<file path="src/rtl/coh_acc_ctrl_if.sv">
// Coherent-accumulation controller bus: correlator handshake, configuration,
// datapath strobes, coherent RAM port controls and status.
interface coh_acc_ctrl_if #(
  parameter int ADDR_W  = 10,
  parameter int PHASE_W = 8
);
  logic               start;
  logic               abort;
  logic [ADDR_W-1:0]  cfg_code_len;
  logic [5:0]         cfg_coh_number;
  logic [PHASE_W-1:0] cfg_freq_step;
  logic               cfg_first_segment;
  logic               cor_in_valid;
  logic               cor_in_ready;
  logic               cor_input_valid;
  logic               first_acc;
  logic               first_segment;
  logic [PHASE_W-1:0] twiddle_phase;
  logic               twiddle_zero;
  logic               ram_rd_en;
  logic [ADDR_W-1:0]  ram_rd_addr;
  logic               ram_wr_en;
  logic [ADDR_W-1:0]  ram_wr_addr;
  logic               busy;
  logic               done;

  // Side that issues commands and samples (e.g. sequencer / bench).
  modport master (
    output start, abort, cfg_code_len, cfg_coh_number, cfg_freq_step,
           cfg_first_segment, cor_in_valid,
    input  cor_in_ready, cor_input_valid, first_acc, first_segment,
           twiddle_phase, twiddle_zero, ram_rd_en, ram_rd_addr,
           ram_wr_en, ram_wr_addr, busy, done
  );

  // Controller side.
  modport slave (
    input  start, abort, cfg_code_len, cfg_coh_number, cfg_freq_step,
           cfg_first_segment, cor_in_valid,
    output cor_in_ready, cor_input_valid, first_acc, first_segment,
           twiddle_phase, twiddle_zero, ram_rd_en, ram_rd_addr,
           ram_wr_en, ram_wr_addr, busy, done
  );
endinterface

</file>
<file path="src/rtl/coh_acc_ctrl.sv">
// Coherent accumulation controller: sequences passes of correlator samples
// into a read-modify-write coherent RAM, with a 3-cycle drain between passes
// so the last write of a pass lands before the first read of the next one.
module coh_acc_ctrl #(
  parameter int ADDR_W  = 10,
  parameter int PHASE_W = 8
) (
  input  logic               clk,
  input  logic               rst,
  coh_acc_ctrl_if.slave      bus
);

  typedef enum logic [1:0] {
    S_IDLE  = 2'd0,
    S_RUN   = 2'd1,
    S_DRAIN = 2'd2,
    S_DONE  = 2'd3
  } state_t;

  state_t             r_state;
  state_t             w_next;

  logic [ADDR_W-1:0]  r_len_last;
  logic [5:0]         r_coh_last;
  logic [PHASE_W-1:0] r_step;
  logic               r_first_seg;
  logic [ADDR_W-1:0]  r_addr;
  logic [5:0]         r_coh_cnt;
  logic [PHASE_W-1:0] r_phase;
  logic [1:0]         r_drain_cnt;
  logic               r_aborted;
  logic [2:0]         r_dv;
  logic [ADDR_W-1:0]  r_da [3];

  logic               w_start_ok;
  logic               w_ready;
  logic               w_accept;
  logic               w_last_acc;
  logic               w_drain_end;
  logic               w_stop;
  logic               w_more;
  logic               w_pass_adv;
  logic [ADDR_W-1:0]  w_len_last;
  logic [5:0]         w_coh_last;

  // A zero length or pass count behaves as one; store the "last index" form.
  assign w_len_last  = (bus.cfg_code_len == {ADDR_W{1'b0}}) ? {ADDR_W{1'b0}}
                                                            : bus.cfg_code_len - ADDR_W'(1);
  assign w_coh_last  = (bus.cfg_coh_number == 6'd0) ? 6'd0 : bus.cfg_coh_number - 6'd1;

  assign w_start_ok  = (r_state == S_IDLE) && bus.start;
  assign w_ready     = (r_state == S_RUN) && !bus.abort;
  assign w_accept    = w_ready && bus.cor_in_valid;
  assign w_last_acc  = w_accept && (r_addr == r_len_last);
  assign w_drain_end = (r_state == S_DRAIN) && (r_drain_cnt == 2'd2);
  // An abort seen during the drain still ends the segment early.
  assign w_stop      = r_aborted || bus.abort;
  assign w_more      = (r_coh_cnt != r_coh_last);
  assign w_pass_adv  = w_drain_end && !w_stop && w_more;

  // State register.
  always_ff @(posedge clk) begin
    if (rst) begin
      r_state <= S_IDLE;
    end else begin
      r_state <= w_next;
    end
  end

  // Next-state decode.
  always_comb begin
    w_next = r_state;
    case (r_state)
      S_IDLE: begin
        if (bus.start) w_next = S_RUN;
        else           w_next = S_IDLE;
      end
      S_RUN: begin
        if (bus.abort || w_last_acc) w_next = S_DRAIN;
        else                         w_next = S_RUN;
      end
      S_DRAIN: begin
        if (!w_drain_end)  w_next = S_DRAIN;
        else if (w_stop)   w_next = S_IDLE;
        else if (w_more)   w_next = S_RUN;
        else               w_next = S_DONE;
      end
      S_DONE:  w_next = S_IDLE;
      default: w_next = S_IDLE;
    endcase
  end

  // Segment configuration, sample/pass counters and phase accumulator.
  always_ff @(posedge clk) begin
    if (rst) begin
      r_len_last  <= {ADDR_W{1'b0}};
      r_coh_last  <= 6'd0;
      r_step      <= {PHASE_W{1'b0}};
      r_first_seg <= 1'b0;
      r_addr      <= {ADDR_W{1'b0}};
      r_coh_cnt   <= 6'd0;
      r_phase     <= {PHASE_W{1'b0}};
      r_drain_cnt <= 2'd0;
      r_aborted   <= 1'b0;
    end else begin
      r_drain_cnt <= (r_state == S_DRAIN) ? r_drain_cnt + 2'd1 : 2'd0;
      if (w_start_ok) begin
        r_len_last  <= w_len_last;
        r_coh_last  <= w_coh_last;
        r_step      <= bus.cfg_freq_step;
        r_first_seg <= bus.cfg_first_segment;
        r_addr      <= {ADDR_W{1'b0}};
        r_coh_cnt   <= 6'd0;
        r_phase     <= {PHASE_W{1'b0}};
        r_aborted   <= 1'b0;
      end else if ((r_state == S_RUN) || (r_state == S_DRAIN)) begin
        if (bus.abort) begin
          r_aborted <= 1'b1;
        end else if (w_accept) begin
          r_addr <= w_last_acc ? {ADDR_W{1'b0}} : r_addr + ADDR_W'(1);
        end else begin
          r_aborted <= r_aborted;
        end
        if (w_pass_adv) begin
          r_coh_cnt <= r_coh_cnt + 6'd1;
          r_phase   <= r_phase + r_step;
          r_addr    <= {ADDR_W{1'b0}};
        end else begin
          r_coh_cnt <= r_coh_cnt;
        end
      end else begin
        r_aborted <= r_aborted;
      end
    end
  end

  // Read/write delay line; free-running so in-flight writes finish after abort.
  always_ff @(posedge clk) begin
    if (rst) begin
      r_dv    <= 3'b000;
      r_da[0] <= {ADDR_W{1'b0}};
      r_da[1] <= {ADDR_W{1'b0}};
      r_da[2] <= {ADDR_W{1'b0}};
    end else begin
      r_dv    <= {r_dv[1:0], w_accept};
      r_da[0] <= r_addr;
      r_da[1] <= r_da[0];
      r_da[2] <= r_da[1];
    end
  end

  // Output decode from state and registered datapath control.
  always_comb begin
    bus.cor_in_ready    = w_ready;
    bus.cor_input_valid = w_accept;
    bus.first_acc       = (r_state == S_RUN) && (r_coh_cnt == 6'd0);
    bus.twiddle_zero    = (r_state == S_RUN) && (r_coh_cnt == 6'd0);
    bus.first_segment   = r_first_seg;
    if (r_state == S_RUN) bus.twiddle_phase = r_phase;
    else                  bus.twiddle_phase = {PHASE_W{1'b0}};
    bus.ram_rd_en       = r_dv[0];
    bus.ram_rd_addr     = r_da[0];
    bus.ram_wr_en       = r_dv[2];
    bus.ram_wr_addr     = r_da[2];
    bus.busy            = (r_state != S_IDLE);
    bus.done            = (r_state == S_DONE);
  end

endmodule

</file>
<file path="src/flat_wrapper.sv">
// flat-port wrapper written by rule: the top's interface ports become plain ports
module coh_acc_ctrl_flat 
#(
  parameter int ADDR_W  = 10,
  parameter int PHASE_W = 8
)
  (clk, rst, bus_start, bus_abort, bus_cfg_code_len, bus_cfg_coh_number, bus_cfg_freq_step, bus_cfg_first_segment, bus_cor_in_valid, bus_cor_in_ready, bus_cor_input_valid, bus_first_acc, bus_first_segment, bus_twiddle_phase, bus_twiddle_zero, bus_ram_rd_en, bus_ram_rd_addr, bus_ram_wr_en, bus_ram_wr_addr, bus_busy, bus_done);
  coh_acc_ctrl_if #(.ADDR_W(ADDR_W), .PHASE_W(PHASE_W)) bus_i ();
  input  logic clk;
  input  logic rst;
  input wire logic [$bits(bus_i.start)-1:0] bus_start;
  input wire logic [$bits(bus_i.abort)-1:0] bus_abort;
  input wire logic [$bits(bus_i.cfg_code_len)-1:0] bus_cfg_code_len;
  input wire logic [$bits(bus_i.cfg_coh_number)-1:0] bus_cfg_coh_number;
  input wire logic [$bits(bus_i.cfg_freq_step)-1:0] bus_cfg_freq_step;
  input wire logic [$bits(bus_i.cfg_first_segment)-1:0] bus_cfg_first_segment;
  input wire logic [$bits(bus_i.cor_in_valid)-1:0] bus_cor_in_valid;
  output wire logic [$bits(bus_i.cor_in_ready)-1:0] bus_cor_in_ready;
  output wire logic [$bits(bus_i.cor_input_valid)-1:0] bus_cor_input_valid;
  output wire logic [$bits(bus_i.first_acc)-1:0] bus_first_acc;
  output wire logic [$bits(bus_i.first_segment)-1:0] bus_first_segment;
  output wire logic [$bits(bus_i.twiddle_phase)-1:0] bus_twiddle_phase;
  output wire logic [$bits(bus_i.twiddle_zero)-1:0] bus_twiddle_zero;
  output wire logic [$bits(bus_i.ram_rd_en)-1:0] bus_ram_rd_en;
  output wire logic [$bits(bus_i.ram_rd_addr)-1:0] bus_ram_rd_addr;
  output wire logic [$bits(bus_i.ram_wr_en)-1:0] bus_ram_wr_en;
  output wire logic [$bits(bus_i.ram_wr_addr)-1:0] bus_ram_wr_addr;
  output wire logic [$bits(bus_i.busy)-1:0] bus_busy;
  output wire logic [$bits(bus_i.done)-1:0] bus_done;
  assign bus_i.start = bus_start;
  assign bus_i.abort = bus_abort;
  assign bus_i.cfg_code_len = bus_cfg_code_len;
  assign bus_i.cfg_coh_number = bus_cfg_coh_number;
  assign bus_i.cfg_freq_step = bus_cfg_freq_step;
  assign bus_i.cfg_first_segment = bus_cfg_first_segment;
  assign bus_i.cor_in_valid = bus_cor_in_valid;
  assign bus_cor_in_ready = bus_i.cor_in_ready;
  assign bus_cor_input_valid = bus_i.cor_input_valid;
  assign bus_first_acc = bus_i.first_acc;
  assign bus_first_segment = bus_i.first_segment;
  assign bus_twiddle_phase = bus_i.twiddle_phase;
  assign bus_twiddle_zero = bus_i.twiddle_zero;
  assign bus_ram_rd_en = bus_i.ram_rd_en;
  assign bus_ram_rd_addr = bus_i.ram_rd_addr;
  assign bus_ram_wr_en = bus_i.ram_wr_en;
  assign bus_ram_wr_addr = bus_i.ram_wr_addr;
  assign bus_busy = bus_i.busy;
  assign bus_done = bus_i.done;
  coh_acc_ctrl #(.ADDR_W(ADDR_W), .PHASE_W(PHASE_W)) u_core (.clk(clk), .rst(rst), .bus(bus_i));
endmodule
</file>
<file path="config.mk">
export PLATFORM = sky130hd
export DESIGN_NAME = coh_acc_ctrl_flat
export DESIGN_NICKNAME = d
export VERILOG_FILES = /design/src/rtl/coh_acc_ctrl_if.sv /design/src/rtl/coh_acc_ctrl.sv /design/src/flat_wrapper.sv
export SDC_FILE = /design/constraint.sdc
export NUM_CORES = 1
export LEC_CHECK = 0
export CORE_ASPECT_RATIO = 0.5
export CORE_UTILIZATION = 57
export CTS_CLUSTER_SIZE = 12
export DETAILED_ROUTE_END_ITERATION = 7
export PLACE_DENSITY = 0.91
export SYNTH_ARGS = -nofsm -noshare
export SYNTH_HDL_FRONTEND = slang
export SYNTH_SLANG_ARGS = --single-unit
</file>
<file path="constraint.sdc">
create_clock -name clk -period 5.05 [get_ports clk]
set_input_delay 1.01 -clock clk [delete_from_list [all_inputs] [get_ports clk]]
set_output_delay 1.01 -clock clk [all_outputs]
set_load 0.01 [all_outputs]
</file>
==> results.toml <==
[clock_network]
cts.sinks = 87
clock_latency_ns = 0.34
numCtsBuffers = 9
post_cts_resized = 0
post_cts_buffers = 0
tritoncts = "yes"
clk_pin_slew_ns = 0.06
hold_buffers = 0
cts_buffer_depth = 2
cts-root-buf = "clkbuf_16"
htree_levels = 3

[logic_synthesis]
synth_adder_area_share = 0.06739
syn_area_um2 = 4010
synth-compound-area-share = 0.1158
synth_top_cell_by_area = "dfxtp_1"
seq_area_frac_synth = 0.4343
synthXorXnorAreaFrac = 0.08300
ys_seq_elements = 87
synthMuxAreaShare = 0.004992
yosysUniqueCellTypes = 48
synth_simple_gate_area_frac = 0.2200
synth_nets = 483
avgSynthCellArea_um2 = 9.283
synth_top_cell_area_share = 0.4343
synth_top_family_by_area = "simple AND/OR/NAND/NOR gates"
synthCells = 432
ys_warn_count = 0
synth_area_leaders = "dfxtp_1, ha_1, nor2b_1"

[worst_setup_path]
required_ns = 4.04
critPathCaptureType = "primary output"
crit_fanout = 6
startpoint_type = "input pin"
arrival_ns = 2.41
worst-setup-path-type = "input pin to primary output"

[final_layout]
fin_nets = 526
area_growth_pct = 22.56
antenna_cells = 0
layout_commonest_cell = "dfxtp_1"
drive_above_1_share = 0.05846
final_area_um2 = 4915
final_util = 0.7278
layout_common_cells = "dfxtp_1, clkdlybuf4s50_1, nand2_1, nor2b_1, nor2_1"

[timing]
fin_ws_ns = 1.625
clock.fmax_mhz = 292.0
maxSlewViolCount = 0
worstMarginPinSlew_ns = 1.198
worst_clock_skew_ns = 0.007781
finalCritPeriodShare = 0.6782
rsz0062_at_grt = "false"
setup_viol = 0
relSlewSlack = 0.2012
period_needed_ns = 3.425
fin_setup_tns_ns = 0
finalHoldViolations = 0

[worst_hold_path]
hold_path_class = "flip-flop to flip-flop"

[power]
power.density_nw_per_um2 = 326.7
peakVddDrop_uv = 171.6
leakage_nw = 1.880
total_power_mw = 1.606

[global_routing]
track_usage = 0.2180
grt_pass1_vias = 2669
grt_first_pass_wirelength_mm = 12.14
grt_max_degree = 40
antenna_found_initial = 0
grt-ovfl-total = 0

[floorplan]
ios = 67
die_h_um = 61.31
fp.dieW_um = 120.6
die_area_um2 = 7395
core-area_um2 = 6753
start_util = 0.5938
rows = 21

[drt]
antenna_left = 0
wire_per_inst_um = 13.48
first_pass_iters = 4
via_count = 2985
drt_iter0_markers = 211
drc = 0
via_per_inst = 5.228
finalWirelength_mm = 7.698

[outcome]
outcome = "finished, final reports clean"

[place]
dp_hpwl_mm = 5.324
place.gp.congestion = 0.8210
io_buffer_count = 66
placed_cell_area_um2 = 4573
preCtsSetupSlack_ns = 1.631

[run]
cap_violations = 0
synthesized netlist by cell type (all sizes together):
cell and number:
a31o 1, nand2 34, nand3b 4, nor2b 33, xnor2 22, nor3 8, mux2i 2, a22oi 4
a221oi 1, buf 25, nor4bb 1, nand3 13, a211oi 3, and3b 1, nor4b 1, inv 17
or3 1, o21ai 25, a22o 9, and2 8, dfxtp 87, nor4 7, and4 1, o41ai 1
nor2 27, o31ai 6, a21o 2, o211ai 2, a21oi 15, o21bai 1, ha 20, nand4 8
and3 8, fa 1, xor2 16, nand2b 4, or4 1, clkbuf 12
through the flow:
stage               hold WS (ns)  instances
floorplan                 0.3921        432
global placement          0.4015        556
detailed placement        0.4119        556
CTS                       0.4383        571
global route              0.4569        571
finish                    0.4347        571
cell type report:
cell class	count	area, um^2
clock buffers	9	225.2
clock inverters	6	116.4
fillers	481	1838
inverters	17	63.81
multi-input cells	291	1969
flip-flops and latches	87	1742
well taps	92	115.1
repair buffers	69	683.2
path summary, 6_finish.rpt:
kind,from,to,slack [ns],depth (start not counted)
worst max register to register,u_core.r_state[1]$_SDFF_PP0_,u_core.r_addr[9]$_SDFFE_PP0P_,2.66,8
worst min register to register,u_core.r_da[0][12]$_SDFF_PP0_,u_core.r_da[0][22]$_SDFF_PP0_,0.43,1
worst max-delay path,bus_abort,bus_cor_input_valid,1.63,3
worst min-delay path,u_core.r_da[0][12]$_SDFF_PP0_,u_core.r_da[0][22]$_SDFF_PP0_,0.43,1
state kept, by name, summed over array words and instances (netlist names):
signal and cells:
u_core.r_len_last 10, u_core.r_da 30, u_core.r_dv 3, u_core.r_aborted 1, u_core.r_step 8, u_core.r_phase 8
u_core.r_addr 10, u_core.r_drain_cnt 2, u_core.r_coh_last 6, u_core.r_state 2, u_core.r_coh_cnt 6, u_core.bus.first_segment 1
per-layer routing:
metal	vias to the layer above	global-route usage	part of all wire
met5	-	0	0
met4	0	0.08113	0.014
met3	11	0.07500	0.044
met2	76	0.3875	0.49
met1	1365	0.2529	0.45
li1	1533	-	-
report_power, final:
part | total, mW | leakage (nW) | internal [mW] | switching, mW
logic | 0.137 | 1.01 | 0.0641 | 0.0731
clock network | 0.754 | 0.166 | 0.484 | 0.269
registers | 0.715 | 0.705 | 0.703 | 0.0117
critical path: stages:
cell and delay [ns]:
clkdlybuf4s50_1 0.48, and3b_1 0.36, clkdlybuf4s50_1 0.57
cells by family (layout without fill, tap and decap cells):
kind of cell               Yosys count  after routing
and+or+nand+nor                    160            160
DFF                                 87             87
AOI/OAI and AO/OA                   70             70
buffers and inverters               54            101
xor gates and xnor gates            38             38
adders and majority gates           21             21
muxes                                2              2
No activity file was read; power rests on OpenSTA's default activity.
